`src/rtl/bp_me_cce_mem_arbiter.sv`:
```
// bp_me_cce_mem_arbiter
// Merges num_src_p CCE memory command streams into one stream for the
// CCE-to-cache converter. Responses come back in command order, so a FIFO of
// source IDs routes each response to the source that issued it.
// Optional build macro BP_ME_CCE_MEM_ARB_FIXED_PRIO_EN selects fixed priority
// (lowest index wins) instead of the default round-robin arbitration.
module bp_me_cce_mem_arbiter #(
    parameter int num_src_p     = 2,
    parameter int msg_width_p   = 16,
    parameter int outstanding_p = 4
) (
    input  logic                             clk_i,
    input  logic                             reset_i,
    input  logic [num_src_p*msg_width_p-1:0] mem_cmd_i,
    input  logic [num_src_p-1:0]             mem_cmd_v_i,
    output logic [num_src_p-1:0]             mem_cmd_ready_o,
    output logic [msg_width_p-1:0]           mem_cmd_o,
    output logic                             mem_cmd_v_o,
    input  logic                             mem_cmd_ready_i,
    input  logic [msg_width_p-1:0]           mem_resp_i,
    input  logic                             mem_resp_v_i,
    output logic                             mem_resp_yumi_o,
    output logic [num_src_p*msg_width_p-1:0] mem_resp_o,
    output logic [num_src_p-1:0]             mem_resp_v_o,
    input  logic [num_src_p-1:0]             mem_resp_yumi_i
);

    localparam int id_w  = (num_src_p <= 1) ? 1 : $clog2(num_src_p);
    localparam int ptr_w = (outstanding_p <= 1) ? 1 : $clog2(outstanding_p);
    localparam int cnt_w = $clog2(outstanding_p + 1);

    // two-entry input FIFO per source
    logic [msg_width_p-1:0] buf_mem [num_src_p][2];
    logic [num_src_p-1:0]   buf_wptr, buf_rptr;
    logic [1:0]             buf_cnt [num_src_p];
    logic [num_src_p-1:0]   buf_full, buf_nonempty, buf_enq, buf_deq;

    // ID FIFO of granted source indices, one entry per outstanding command
    logic [id_w-1:0]  id_mem [outstanding_p];
    logic [ptr_w-1:0] id_wptr, id_rptr;
    logic [cnt_w-1:0] id_cnt;
    logic             id_v, id_full, id_enq, id_deq;

    logic [id_w-1:0] grant, head;
    logic            any_valid, xfer;

    // per-source FIFO status and dequeue selects
    always_comb begin
        buf_full     = '0;
        buf_nonempty = '0;
        buf_deq      = '0;
        for (int i = 0; i < num_src_p; i++) begin
            buf_full[i]     = (buf_cnt[i] == 2'd2);
            buf_nonempty[i] = (buf_cnt[i] != 2'd0);
            buf_deq[i]      = xfer && (grant == id_w'(i));
        end
    end

    assign id_v    = (id_cnt != '0);
    assign id_full = (id_cnt == cnt_w'(outstanding_p));

    // everything facing the outside is forced low while reset is held
    assign mem_cmd_ready_o = reset_i ? '0 : ~buf_full;
    assign buf_enq         = mem_cmd_v_i & mem_cmd_ready_o;
    assign mem_cmd_v_o     = ~reset_i & any_valid & ~id_full;
    assign xfer            = mem_cmd_v_o & mem_cmd_ready_i;
    assign mem_cmd_o       = buf_mem[grant][buf_rptr[grant]];

`ifdef BP_ME_CCE_MEM_ARB_FIXED_PRIO_EN
    // fixed priority: lowest index with a buffered command wins
    always_comb begin
        grant     = '0;
        any_valid = 1'b0;
        for (int i = num_src_p - 1; i >= 0; i--) begin
            if (buf_nonempty[i]) begin
                grant     = id_w'(i);
                any_valid = 1'b1;
            end
        end
    end
`else
    logic [id_w-1:0] last_r, grant_hi, grant_lo;
    logic            found_hi;

    // round-robin: lowest index above last_r, else wrap to lowest index overall
    always_comb begin
        grant_lo  = '0;
        grant_hi  = '0;
        found_hi  = 1'b0;
        any_valid = 1'b0;
        for (int i = num_src_p - 1; i >= 0; i--) begin
            if (buf_nonempty[i]) begin
                grant_lo  = id_w'(i);
                any_valid = 1'b1;
                if (id_w'(i) > last_r) begin
                    grant_hi = id_w'(i);
                    found_hi = 1'b1;
                end
            end
        end
        grant = found_hi ? grant_hi : grant_lo;
    end

    // pointer only moves on an accepted transfer
    always_ff @(posedge clk_i) begin
        if (reset_i)
            last_r <= id_w'(num_src_p - 1);
        else if (xfer)
            last_r <= grant;
    end
`endif

    // input FIFO pointers and occupancy
    always_ff @(posedge clk_i) begin
        for (int i = 0; i < num_src_p; i++) begin
            if (reset_i) begin
                buf_wptr[i] <= 1'b0;
                buf_rptr[i] <= 1'b0;
                buf_cnt[i]  <= 2'd0;
            end else begin
                if (buf_enq[i]) buf_wptr[i] <= ~buf_wptr[i];
                if (buf_deq[i]) buf_rptr[i] <= ~buf_rptr[i];
                case ({buf_enq[i], buf_deq[i]})
                    2'b10:   buf_cnt[i] <= buf_cnt[i] + 2'd1;
                    2'b01:   buf_cnt[i] <= buf_cnt[i] - 2'd1;
                    default: buf_cnt[i] <= buf_cnt[i];
                endcase
            end
        end
    end

    // input FIFO storage
    always_ff @(posedge clk_i) begin
        for (int i = 0; i < num_src_p; i++) begin
            if (buf_enq[i])
                buf_mem[i][buf_wptr[i]] <= mem_cmd_i[i*msg_width_p +: msg_width_p];
        end
    end

    assign id_enq = xfer;
    assign id_deq = mem_resp_yumi_o;
    assign head   = id_mem[id_rptr];

    // ID FIFO pointers and occupancy; wrap by compare so any depth works
    always_ff @(posedge clk_i) begin
        if (reset_i) begin
            id_wptr <= '0;
            id_rptr <= '0;
            id_cnt  <= '0;
        end else begin
            if (id_enq)
                id_wptr <= (id_wptr == ptr_w'(outstanding_p - 1)) ? '0 : id_wptr + 1'b1;
            if (id_deq)
                id_rptr <= (id_rptr == ptr_w'(outstanding_p - 1)) ? '0 : id_rptr + 1'b1;
            case ({id_enq, id_deq})
                2'b10:   id_cnt <= id_cnt + 1'b1;
                2'b01:   id_cnt <= id_cnt - 1'b1;
                default: id_cnt <= id_cnt;
            endcase
        end
    end

    // ID FIFO storage
    always_ff @(posedge clk_i) begin
        if (id_enq)
            id_mem[id_wptr] <= grant;
    end

    // response goes only to the source at the head of the ID FIFO
    always_comb begin
        mem_resp_v_o = '0;
        for (int i = 0; i < num_src_p; i++)
            mem_resp_v_o[i] = ~reset_i & mem_resp_v_i & id_v & (head == id_w'(i));
    end

    assign mem_resp_yumi_o = |(mem_resp_v_o & mem_resp_yumi_i);
    assign mem_resp_o      = {num_src_p{mem_resp_i}};

`ifndef SYNTHESIS
    // a response with nothing outstanding is a protocol error upstream
    always_ff @(posedge clk_i) begin
        if (!reset_i)
            assert (!(mem_resp_v_i && !id_v));
    end
`endif

endmodule

```
`config.mk`:
```
export PLATFORM = sky130hd
export DESIGN_NAME = bp_me_cce_mem_arbiter
export DESIGN_NICKNAME = d
export VERILOG_FILES = /design/src/rtl/bp_me_cce_mem_arbiter.sv
export SDC_FILE = /design/constraint.sdc
export NUM_CORES = 1
export LEC_CHECK = 0
export ABC_AREA = 0
export BUFFER_PORTS_ARGS = -buffer_cell sky130_fd_sc_hd__buf_2
export CAP_MARGIN = 25
export CORE_MARGIN = 5
export CORE_UTILIZATION = 55
export CTS_CLUSTER_SIZE = 40
export DETAILED_ROUTE_END_ITERATION = 12
export PLACE_DENSITY = 0.84
export SLEW_MARGIN = 0
export SYNTH_ARGS = -nofsm -noshare
export SYNTH_HDL_FRONTEND = slang
export SYNTH_SLANG_ARGS = --single-unit
export TNS_END_PERCENT = 20
```
`constraint.sdc`:
```
create_clock -name clk_i -period 7.87 [get_ports clk_i]
set_input_delay 1.574 -clock clk_i [delete_from_list [all_inputs] [get_ports clk_i]]
set_output_delay 1.574 -clock clk_i [all_outputs]
set_load 0.02 [all_outputs]
```
Yosys cells after proc, flatten, opt, wreduce, memory -nomap -nowiden
Memory sizes are Yosys's and may differ from the RTL's. A register that Yosys moved wholly into a read port is not among the register bits. Cells that the tools add are included.

Input bits: 56. Bits in registers: 12. Memories kept: 3. Word-level logic and storage cells: 133. Memory bits (writable): 72.

Magnitude comparators: 8. Bitwise gates (word level): 27. Add/sub/neg operators: 8. Multiplexer cells: 57. Equality and inequality tests: 11. Reduce and logical (&&, ||, !) cells: 11.

Memory list: buf_mem (words 2, bits a word 32, rd ports 1, clocked after memory_dff 0, write ports 2, line 33) `logic [msg_width_p-1:0] buf_mem [num_src_p][2];`; buf_cnt (words 2, bits a word 2, rd ports 2, clocked after memory_dff 0, write ports 2, line 35) `logic [1:0] buf_cnt [num_src_p];`; id_mem (words 4, bits a word 1, rd ports 1, clocked after memory_dff 1, write ports 1, line 39) `logic [id_w-1:0] id_mem [outstanding_p];`.

Operator list (count): $mux W16 (5); $mux W32 (2); $mux W1 (36); $demux W16 S1 (2); $mux W2 (11); $eq A2 B2 Y1 const B (7); $add A2 B1 Y2 const B (4); $not A1 Y1 (8); $and A1 B1 Y1 (7); $eq A2 B1 Y1 const B (3); $ge A2 B2 Y1 const B (3); $not A1 Y2 (3); $or A1 B1 Y1 (6); $pmux W3 S2 (1); $reduce_bool A2 Y1 (3); $reduce_or A2 Y1 (3); $and A2 B2 Y2 (2); $logic_and A1 B1 Y1 (4); $lt A2 B1 Y1 const B (2); $sub A2 B1 Y2 const B (2); $add A3 B1 Y3 const B (1); $eq A3 B3 Y1 const B (1); $reduce_bool A3 Y1 (1); $sub A3 B1 Y3 const B (1); 3 further kinds (4).

Logic depth before layout (Yosys ltp)
Word-level depth: 15. Depth in mapped cells: 12. Mapped depth without buffers: 11.

Least setup slack after synthesis
Ideal clock, no wire load.

Path type: input to output. Start: input port reset_i. End: output port mem_resp_yumi_o. Path slack: 3.797 ns. Required time: 6.296 ns. Arrival: 2.499 ns. Stages on the path: 4. Cell sequence: buf_2 > nand2b_1 > nor4bb_1 > or2_4.

Word-level cells in the longest chain between the ends: 6. Elaborated cells on any way between the ends: 7. Classes of those cells: bitwise: 6; reduce/logical: 1.

Ends and longest elaborated chain: from (decl) (line 13) `input logic reset_i,`; $not A1 Y1 * (line 173) `mem_resp_v_o[i] = ~reset_i & mem_resp_v_i & id_v & (head == id_w'(i));`; $and A1 B1 Y1 * (2 in a row) (line 173); $and A1 B1 Y1 (line 173); $and A2 B2 Y2 * (line 176) `assign mem_resp_yumi_o = |(mem_resp_v_o & mem_resp_yumi_i);`; $reduce_or A2 Y1 * (line 176); to (decl) (line 22) `output logic mem_resp_yumi_o,`.

Every way passes the cells marked *; elsewhere a longest branch is shown, timed or not.

Worst setup path after layout
Same ends and word-level chain as after synthesis.

==> metrics.yaml <==
min_path:
  hold_depth: 2
  hp-start: "id_rptr[1]"
  hold_class: "reg -> reg"
clock_network:
  cts_tree: "yes"
  htreeDepth: 3
  cts-root-buf: "clkbuf_8"
  insertion_delay_ns: 0.35
  clk_pin_slew_ns: 0.09
  numCtsBuffers: 9
  ctsHoldBuffers: 0
  max-clock-path-buffers: 2
  clock-sinks: 86
  ctsResizeCount: 0
  postCtsSetupBuffers: 0
critical_path:
  ff2ff_path_depth: 11
  reg2reg_from: "buf_cnt[0][0]"
  cp_slowest_stage_delay_ns: 0.42
  slowest_stage: "nor4bb_1"
  rrSetupSlack_ns: 5.04
  worstPathRequired_ns: 6.30
  crit_path_end_kind: "output pin"
  cp-start-kind: "input pin"
  worstReg2RegEnd: "id_cnt[2]"
  path_max_fanout: 17
  crit_type: "in -> out"
  cp.arrival_ns: 2.81
  path_cells: "buf_2 > nand2b_1 > nor4bb_1 > or2_4 > buf_2"
  critPathTopFamily: "simple AND/OR/NAND/NOR gates"
  critPathBufInv: 2
  crit_top_cell: "buf_2"
die:
  initial_core_util: 0.569
  num_rows: 30
  coreArea_um2: 6830
  boundaryPins: 110
  fp.dieArea_um2: 8850
  chipHeight_um: 94.1
  die_w_um: 94.1
grt:
  grt_first_pass_wirelength_mm: 11.2
  grt_pass1_vias: 2277
  grt_overflow: 0
  grt_max_degree: 40
  grtUsageTotal: 0.168
  antenna_found_initial: 0
final_layout:
  finalNonFillerCells: 431
  nets: 399
  syn_to_final_growth_pct: 9.11
  final_layout_size_suffix_gt1_frac: 0.266
  insertedDiodeCount: 0
drt:
  wirelength_mm: 7.09
  route.met2.wl_mm: 3.52
  wl_met3_um: 368
  wl_per_cell_um: 16.4
  highest_layer: "met4"
  wl_met1_mm: 2.94
  dr.pass1.iters: 5
  ant_nets: 0
  vias_per_cell: 5.21
  dr.first_iter.drc_count: 102
  drc: 0
  dr_total_vias: 2245
timing:
  final_hold_viol_count: 0
  fin_crit_sh: 0.557
  tightest_slew_ns: 1.02
  setup_viol: 0
  finalClockSkew_ns: 0.00766
  fmax_mhz: 228
  fin_tns_setup_ns: 0
  fin_hold_ws_ns: 0.494
  slew_headroom: 0.318
  finalCriticalPeriod_ns: 4.39
  slew_viol_final: 0
  rsz0062_at_grt: "false"
synth:
  synth_top_area_frac: 0.556
  synth_top_cell_by_area: "edfxtp_1"
  synth-seq-area-share: 0.628
  synthTopCellsByArea: "edfxtp_1 56%, dfxtp_1 7.2%, buf_4 6.2%"
  synth_common_cells: "72 x edfxtp_1, 32 x buf_4, 23 x a21oi_1"
  synth_edf_count: 72
  synth_cells: 298
  syn_area_um2: 3890
  synth.most_common_cell: "edfxtp_1"
  ys_ff_latch: 86
  yosysUniqueCellTypes: 37
  synthArstFlopShare: 0
  synth_fp_nets: 367
  synthFlopType: "edfxtp_1"
  syn_area_per_cell_um2: 13.0
  synth-warning-count: 0
outcome:
  status: "finished, final reports clean"
power_and_ir_drop:
  leakagePower_uw: 0.00156
  power_frac_comb: 0.153
  p_per_area_nw_per_um2: 227
  p_int_uw: 689
  seq_power_share: 0.549
  peakVddDrop_mv: 0.143
  p_clk_frac: 0.298
  sw_frac_of_total: 0.284
  p_sw_uw: 273
placed_design:
  dp_hpwl_mm: 4.96
  port_buffers: 61
  dp.cells: 414
  gp_congestion: 0.740
run:
  maxCapViolCount: 0
==> cells in the final DEF, fill, tap and decap left out, drive strengths merged, types with 2 or more instances in the layout <==
cell type	Yosys	final
or3	4	4
clkinvlp	0	2
xnor2	3	3
nor3	6	6
and2	5	5
a21oi	23	23
edfxtp	72	72
clkinv	1	3
xor2	2	2
o21ai	9	9
nor2b	18	18
and3	2	2
nand2	10	10
a211oi	16	16
inv	14	17
or3b	2	2
buf	37	64
ha	12	12
clkbuf	6	9
mux2i	16	16
dfxtp	14	14
nor2	15	15
==> through the flow <==
stage                      util  total power (uW)  cell area [um2]  setup WS, ns
after floorplan               -               656             3890          3.80
after global placement    0.590               678             4030          3.54
after detailed placement  0.590               684             4030          3.48
after CTS                 0.617               966             4210          3.48
after global routing      0.621              1000             4240          3.37
final                     0.621               962             4240          3.48
==> power by group through the flow <==
stage                     clock (uW)  combinational (uW)  sequential (uW)
final                            287                 147              528
after global routing             312                 160              530
after CTS                        292                 143              531
after detailed placement           0                 142              542
after global placement             0                 138              540
after floorplan                    0                 123              533
==> worst max path at each step <==
stage / start / cells after the start / endpoint / slack (ns)
after floorplan: reset_i / 4 / mem_resp_yumi_o / 3.80
after global placement: reset_i / 5 / mem_resp_yumi_o / 3.54
after detailed placement: reset_i / 5 / mem_resp_yumi_o / 3.48
after CTS: reset_i / 5 / mem_resp_yumi_o / 3.48
after global routing: reset_i / 5 / mem_resp_yumi_o / 3.37
final: reset_i / 5 / mem_resp_yumi_o / 3.48
==> registers in the layout, indices dropped and copies added, names as in the netlist, named ones only <==
register / flops
buf_wptr: 2
id_wptr: 2
buf_rptr: 2
last_r: 1
buf_cnt: 4
buf_mem: 64
id_rptr: 2
id_cnt: 3
id_mem: 4
==> final cells by class <==
cell class              count  area [um2]
well taps                  96         120
inverters                  15        61.3
clock buffers               9         124
multi-input cells         154        1090
clock inverters             7        56.3
flip-flops and latches     86        2440
repair buffers             64         348
fillers                   547        2590
==> kinds of logic (layout without fill, tap and decap cells) <==
| logic type | after synthesis | in the layout | share of synthesized area |
|---|---|---|---|
| flops | 86 | 86 | 0.628 |
| simple gates | 68 | 68 | 0.0976 |
| buf+inv | 58 | 95 | 0.0914 |
| compound gates | 50 | 50 | 0.0776 |
| mux | 18 | 18 | 0.0499 |
| fa+ha+maj | 13 | 13 | 0.0438 |
| xor+xnor | 5 | 5 | 0.0113 |
==> routing by layer <==
metal	vias up	track usage
li1	1102	-
met1	1049	0.210
met2	63	0.267
met3	31	0.0337
met4	0	0.102
met5	-	0
==> tightest hold or removal path, cell delays in order (launching register included) <==
cell and delay, ns:
dfxtp_1 0.33, nand2_1 0.08, o21ai_2 0.05
Power figures use the tool's default switching activity.
